--- src/rtl/fft_frame_feeder.sv ---
// fft_frame_feeder: pops PCM samples from the prefetch FIFO and streams them
// to the FFT core as fixed-length complex frames with a last-sample marker.
module fft_frame_feeder #(
  parameter int FRAME_LEN_LOG2 = 10,
  parameter int IN_W           = 16,
  parameter int OUT_W          = 16
) (
  input  logic                 rd_clk,
  input  logic                 rd_rst,
  input  logic                 enable,
  input  logic                 fifo_rd_vld,
  input  logic [IN_W-1:0]      fifo_rd_data,
  output logic                 fifo_rd_en,
  output logic                 fft_tvalid,
  input  logic                 fft_tready,
  output logic [2*OUT_W-1:0]   fft_tdata,
  output logic                 fft_tlast,
  output logic                 busy,
  output logic                 frame_done,
  output logic [15:0]          frame_cnt,
  output logic [15:0]          starve_cnt
);

  typedef enum logic {
    S_IDLE,
    S_RUN
  } state_t;

  localparam logic [FRAME_LEN_LOG2-1:0] LAST_IDX = '1;

  state_t                    state_q, state_d;
  logic                      tvalid_q, tvalid_d;
  logic [2*OUT_W-1:0]        tdata_q, tdata_d;
  logic                      tlast_q, tlast_d;
  logic [FRAME_LEN_LOG2-1:0] idx_q, idx_d;
  logic                      issue_done_q, issue_done_d;
  logic                      frame_done_q, frame_done_d;
  logic [15:0]               frame_cnt_q, frame_cnt_d;
  logic [15:0]               starve_q, starve_d;

  logic             out_free;
  logic             pop;
  logic             accept;
  logic             last_acc;
  logic             starving;
  logic [OUT_W-1:0] re_ext;

  assign re_ext     = OUT_W'($signed(fifo_rd_data));
  assign out_free   = !tvalid_q || fft_tready;
  assign fifo_rd_en = (state_q == S_RUN) && !issue_done_q && out_free;
  assign pop        = fifo_rd_en && fifo_rd_vld;
  assign accept     = tvalid_q && fft_tready;
  assign last_acc   = accept && tlast_q;
  assign starving   = fifo_rd_en && !fifo_rd_vld;

  always_comb begin
    state_d      = state_q;
    tvalid_d     = tvalid_q;
    tdata_d      = tdata_q;
    tlast_d      = tlast_q;
    idx_d        = idx_q;
    issue_done_d = issue_done_q;
    frame_done_d = 1'b0;
    frame_cnt_d  = frame_cnt_q;
    starve_d     = starve_q;

    unique case (state_q)
      S_IDLE: if (enable) state_d = S_RUN;
      S_RUN:  if (last_acc && !enable) state_d = S_IDLE;
      default: state_d = S_IDLE;
    endcase

    if (pop) begin
      tvalid_d = 1'b1;
      tdata_d  = {{OUT_W{1'b0}}, re_ext};
      tlast_d  = (idx_q == LAST_IDX);
      idx_d    = idx_q + 1'b1;
    end else if (accept) begin
      tvalid_d = 1'b0;
    end

    // Hold off the next frame until the tlast word has drained.
    if (pop && idx_q == LAST_IDX) begin
      issue_done_d = 1'b1;
    end else if (last_acc) begin
      issue_done_d = 1'b0;
    end

    if (last_acc) begin
      frame_done_d = 1'b1;
      frame_cnt_d  = frame_cnt_q + 16'd1;
    end

    if (starving && starve_q != 16'hFFFF) begin
      starve_d = starve_q + 16'd1;
    end
  end

  always_ff @(posedge rd_clk or posedge rd_rst) begin
    if (rd_rst) begin
      state_q      <= S_IDLE;
      tvalid_q     <= 1'b0;
      tdata_q      <= '0;
      tlast_q      <= 1'b0;
      idx_q        <= '0;
      issue_done_q <= 1'b0;
      frame_done_q <= 1'b0;
      frame_cnt_q  <= '0;
      starve_q     <= '0;
    end else begin
      state_q      <= state_d;
      tvalid_q     <= tvalid_d;
      tdata_q      <= tdata_d;
      tlast_q      <= tlast_d;
      idx_q        <= idx_d;
      issue_done_q <= issue_done_d;
      frame_done_q <= frame_done_d;
      frame_cnt_q  <= frame_cnt_d;
      starve_q     <= starve_d;
    end
  end

  assign fft_tvalid = tvalid_q;
  assign fft_tdata  = tdata_q;
  assign fft_tlast  = tlast_q;
  assign busy       = (state_q == S_RUN);
  assign frame_done = frame_done_q;
  assign frame_cnt  = frame_cnt_q;
  assign starve_cnt = starve_q;

endmodule

--- config.mk ---
export PLATFORM = sky130hd
export DESIGN_NAME = fft_frame_feeder
export DESIGN_NICKNAME = d
export VERILOG_FILES = /design/src/rtl/fft_frame_feeder.sv
export SDC_FILE = /design/constraint.sdc
export NUM_CORES = 1
export LEC_CHECK = 0
export BUFFER_PORTS_ARGS = -buffer_cell sky130_fd_sc_hd__buf_2
export CORE_MARGIN = 8
export CORE_UTILIZATION = 40
export DETAILED_ROUTE_END_ITERATION = 8
export GPL_TIMING_DRIVEN = 0
export HOLD_SLACK_MARGIN = 0.1
export PLACE_DENSITY = 0.74
export SYNTH_ARGS = -nofsm -noshare
export SYNTH_HDL_FRONTEND = slang
export SYNTH_SLANG_ARGS = --single-unit
export TNS_END_PERCENT = 10
--- constraint.sdc ---
create_clock -name rd_clk -period 6 [get_ports rd_clk]
set_clock_uncertainty 0.15 [all_clocks]
set_input_delay 0.9 -clock rd_clk [delete_from_list [all_inputs] [get_ports rd_clk]]
set_output_delay 0.9 -clock rd_clk [all_outputs]
set_load 0.02 [all_outputs]
# Word-level counts from Yosys, hierarchy flattened
# Index checks and enable logic that the tools add are counted.
[word_totals] regBits=63 inputBits=21 word_cells=39
[classes] addsub=3 n_eq_ne=2 mux=8 n_bitwise=1 reduce_logical=16
[ops] cell="$add 16x1->16 const B" n=2
[ops] cell="$ne 16x16->1 const B" n=1
[ops] cell="$add 10x1->10 const B" n=1
[ops] cell="$eq 10x10->1 const B" n=1
[ops] cell="$logic_and 1x1->1" n=9
[ops] cell="$mux 1" n=7
[ops] cell="$logic_not 1->1" n=4
[ops] cell="$reduce_bool 2->1" n=2
[ops] cell="$pmux 1 s2" n=1
[ops] cell="$logic_or 1x1->1" n=1
[ops] cell="$not 1->1" n=1

# Logic depth before layout (Yosys ltp)
[logic_depth] word_depth=6 depth_mapped=7 depth_no_buf=6

# Worst setup path after synthesis
# OpenSTA, ideal clock, no wires.
[synth_path] path_kind="input-to-output" start="input port fft_tready" end="output port fifo_rd_en" t_arrival_ns=1.448 t_required_ns=4.950 slack_ns=3.502 stages=2 n_path_buf=0 path_cell_list="nor2b_4 > nor3b_1"
[synth_between] elab_chain_len=2
[synth_rtl] item="start, declared" line="15" source="input logic fft_tready,"
[synth_rtl] item="$logic_or 1x1->1" line="49" source="assign out_free = !tvalid_q || fft_tready;"
[synth_rtl] item="$logic_and 1x1->1" line="50" source="assign fifo_rd_en = (state_q == S_RUN) && !issue_done_q && out_free;"
[synth_rtl] item="end, declared" line="13" source="output logic fifo_rd_en,"
# No other way between the ends.

# Final worst setup path
# Ends and elaborated chain as after synthesis.

==> reports/qor.txt <==
first-pass GRT wire length: 9940 um
post-synthesis cell type count: 32
CP endpoint: fifo_rd_en
routed vias/inst: 4.59
HP Class: register to register
row count: 30
Tot Pwr: 0.00119 W
initial drt markers: 39
ys flop type: dfrtp_1
initial antenna violation count: 0
RSZ-0062 raised after global routing: no
FMAX: 0.394 GHz
Mapped Area: 2800 um2
fin crit share: 42.3%
drt pass-1 iters: 4
area delta synth->final: 27.7%
design area: 3570 um2
die area: 9930 um2
grt total ovfl: 0
crit-path max FO: 4
reg2reg setup slack: 3870 ps
register area share after synthesis: 56.4%
final core utilization: 52.6%
largest net degree at the start of global routing: 39
capturing element type of the critical path: output pin
Max rail drop VDD: 0.000157 V
TritonCTS clock tree: built
initial core utilization: 41.2%
clock root buffer: clkbuf_8
CP Class: input pin to output pin
CTS Sinks: 63
Placed Area: 3360 um2
# setup viols final: 0
max-cap violation count: 0
depth of the most critical reg-to-reg path: 6
Power per Cell Area: 333 nW/um2
post-CTS resize count: 0
commonest non-fill, non-tap cell in the layout: buf_2
Max-slew headroom: 61.2%
hold buffers post-CTS: 0
fraction of layout cells with a size suffix above 1: 40.7%
TritonCTS buffer count: 9
Post-Syn Instances: 232
via count: 1,988
Lkg Pwr: 1.76 nW
Setup TNS: 0 ps
Synth Warn #: 0
minimum clock period: 2540 ps
Worst Setup Start Kind: input pin
Die Y: 99.6 um
FFs w/ async S/R, synth: 100%
run status: complete, no violations
drc violations: 0
Worst Path Arrival: 1490 ps
Avg Inst Size Synth: 12.1 um2
RR Endpoint: starve_cnt[15]$_DFFE_PP0P_
most frequent cells in the layout: buf_2, dfrtp_1, xnor2_1
# diodes: 0
I/O pin count: 90
final wirelength: 5770 um
ANT nets after route: 0
clock buffer depth: 2
Die Wd: 99.6 um
Clock Pin Slew Worst Setup and Hold Paths: 70 ps
clk_lat worst skew: 330 ps
Buffers on Ports: 73
synthesized flop and latch total: 63
Final Hold Fails: 0
final RePlAce weighted congestion: 0.756
final net count: 356
H-tree depth: 3
R2R Path Start: fft_tvalid$_DFFE_PP0P_
Final HPWL DP: 4360 um
vias in the first global route: 2,069
Worst-Margin Slew: 582 ps
core area: 6790 um2
WP data required: 4950 ps
CP startpoint: fft_tready
WL/cell: 13.3 um
Final Max Slew Viols: 0
Post-synth EDFFs: 0
Setup Buffers After CTS: 0
Total GRT Usage: 12.5%
[cell families after synthesis]
family | after synthesis | synth area share (%)
buffers and inverters | 25 | 5.64
muxes | 19 | 7.65
AOI/OAI and AO/OA | 4 | 1.03
and+or+nand+nor | 79 | 16.0
adders and majority gates | 3 | 1.34
xor gates and xnor gates | 38 | 11.9
other | 1 | 0.134
DFF | 63 | 56.4
[cell type report]
type                            instances  area [um2]
Clock inverter                          6        85.1
Clock buffer                           10         128
Multi-Input combinational cell        159        1120
Fill cell                             599        3220
Sequential cell                        63        1580
Timing Repair Buffer                   74         385
Tap cell                               96         120
Inverter                                4        15.0
Buffer                                 21         143
[cells in the mapped netlist (2+ instances only)]
cell type,instances,share of area [%]
xnor2_1,32,10
nor2_1,11,1.5
dfrtp_1,63,56
and2_1,3,0.67
inv_1,4,0.54
and3_1,3,0.67
and4_1,3,0.94
nand2_1,19,2.5
nor3_1,2,0.36
mux2_2,19,7.6
nand2b_1,2,0.45
buf_4,16,4.3
ha_1,3,1.3
buf_2,3,0.54
xor2_1,6,1.9
clkbuf_1,2,0.27
nand3_1,13,2.3
or2_2,2,0.45
nand4_1,13,2.9
[worst max-delay path, stage by stage]
cell and delay [ps]:
buf_2 120, nor2b_4 50, nor3b_1 200, buf_2 210
[power by group]
part / internal [W] / total, W / leakage [nW] / switching [W]
combinational: 0.000110 / 0.000253 / 0.846 / 0.000144
clock: 0.000232 / 0.000394 / 0.102 / 0.000162
sequential: 0.000489 / 0.000542 / 0.808 / 0.0000534
[registers in the layout (all words and copies together) (netlist names), 10 cells and up]
signal / cells
frame_cnt: 16
starve_cnt: 16
idx_q: 10
fft_tdata: 16
[metal layers]
metal / vias up / global-route usage, % / routed length [um] / part of all wire, %
met5: - / 0 / 0 / 0
met4: 0 / 5.82 / 101 / 1.8
met3: 11 / 5.38 / 436 / 7.6
met2: 56 / 20.9 / 2870 / 50
met1: 965 / 13.4 / 2370 / 41
li1: 956 / - / - / -
[worst min-delay path by stage]
stage,from,endpoint,slack [ps],cells past startpoint
2_1_floorplan,idx_q[8]$_DFFE_PP0P_,idx_q[8]$_DFFE_PP0P_,290,1
3_3_place_gp,idx_q[8]$_DFFE_PP0P_,idx_q[8]$_DFFE_PP0P_,310,1
3_5_place_dp,frame_cnt[15]$_DFFE_PP0P_,frame_cnt[15]$_DFFE_PP0P_,310,1
4_1_cts,idx_q[7]$_DFFE_PP0P_,idx_q[7]$_DFFE_PP0P_,320,1
5_1_grt,idx_q[4]$_DFFE_PP0P_,idx_q[4]$_DFFE_PP0P_,340,1
6_report,frame_cnt[15]$_DFFE_PP0P_,frame_cnt[15]$_DFFE_PP0P_,330,1
[per-stage QoR]
step,hold slack [ps],cells,worst slack (ps)
after floorplan,288,247,3380
after global placement,305,416,2620
after detailed placement,307,417,3300
final,326,433,3460
after CTS,325,433,3440
after global routing,342,433,3400
(Power assumes the default switching activity.)
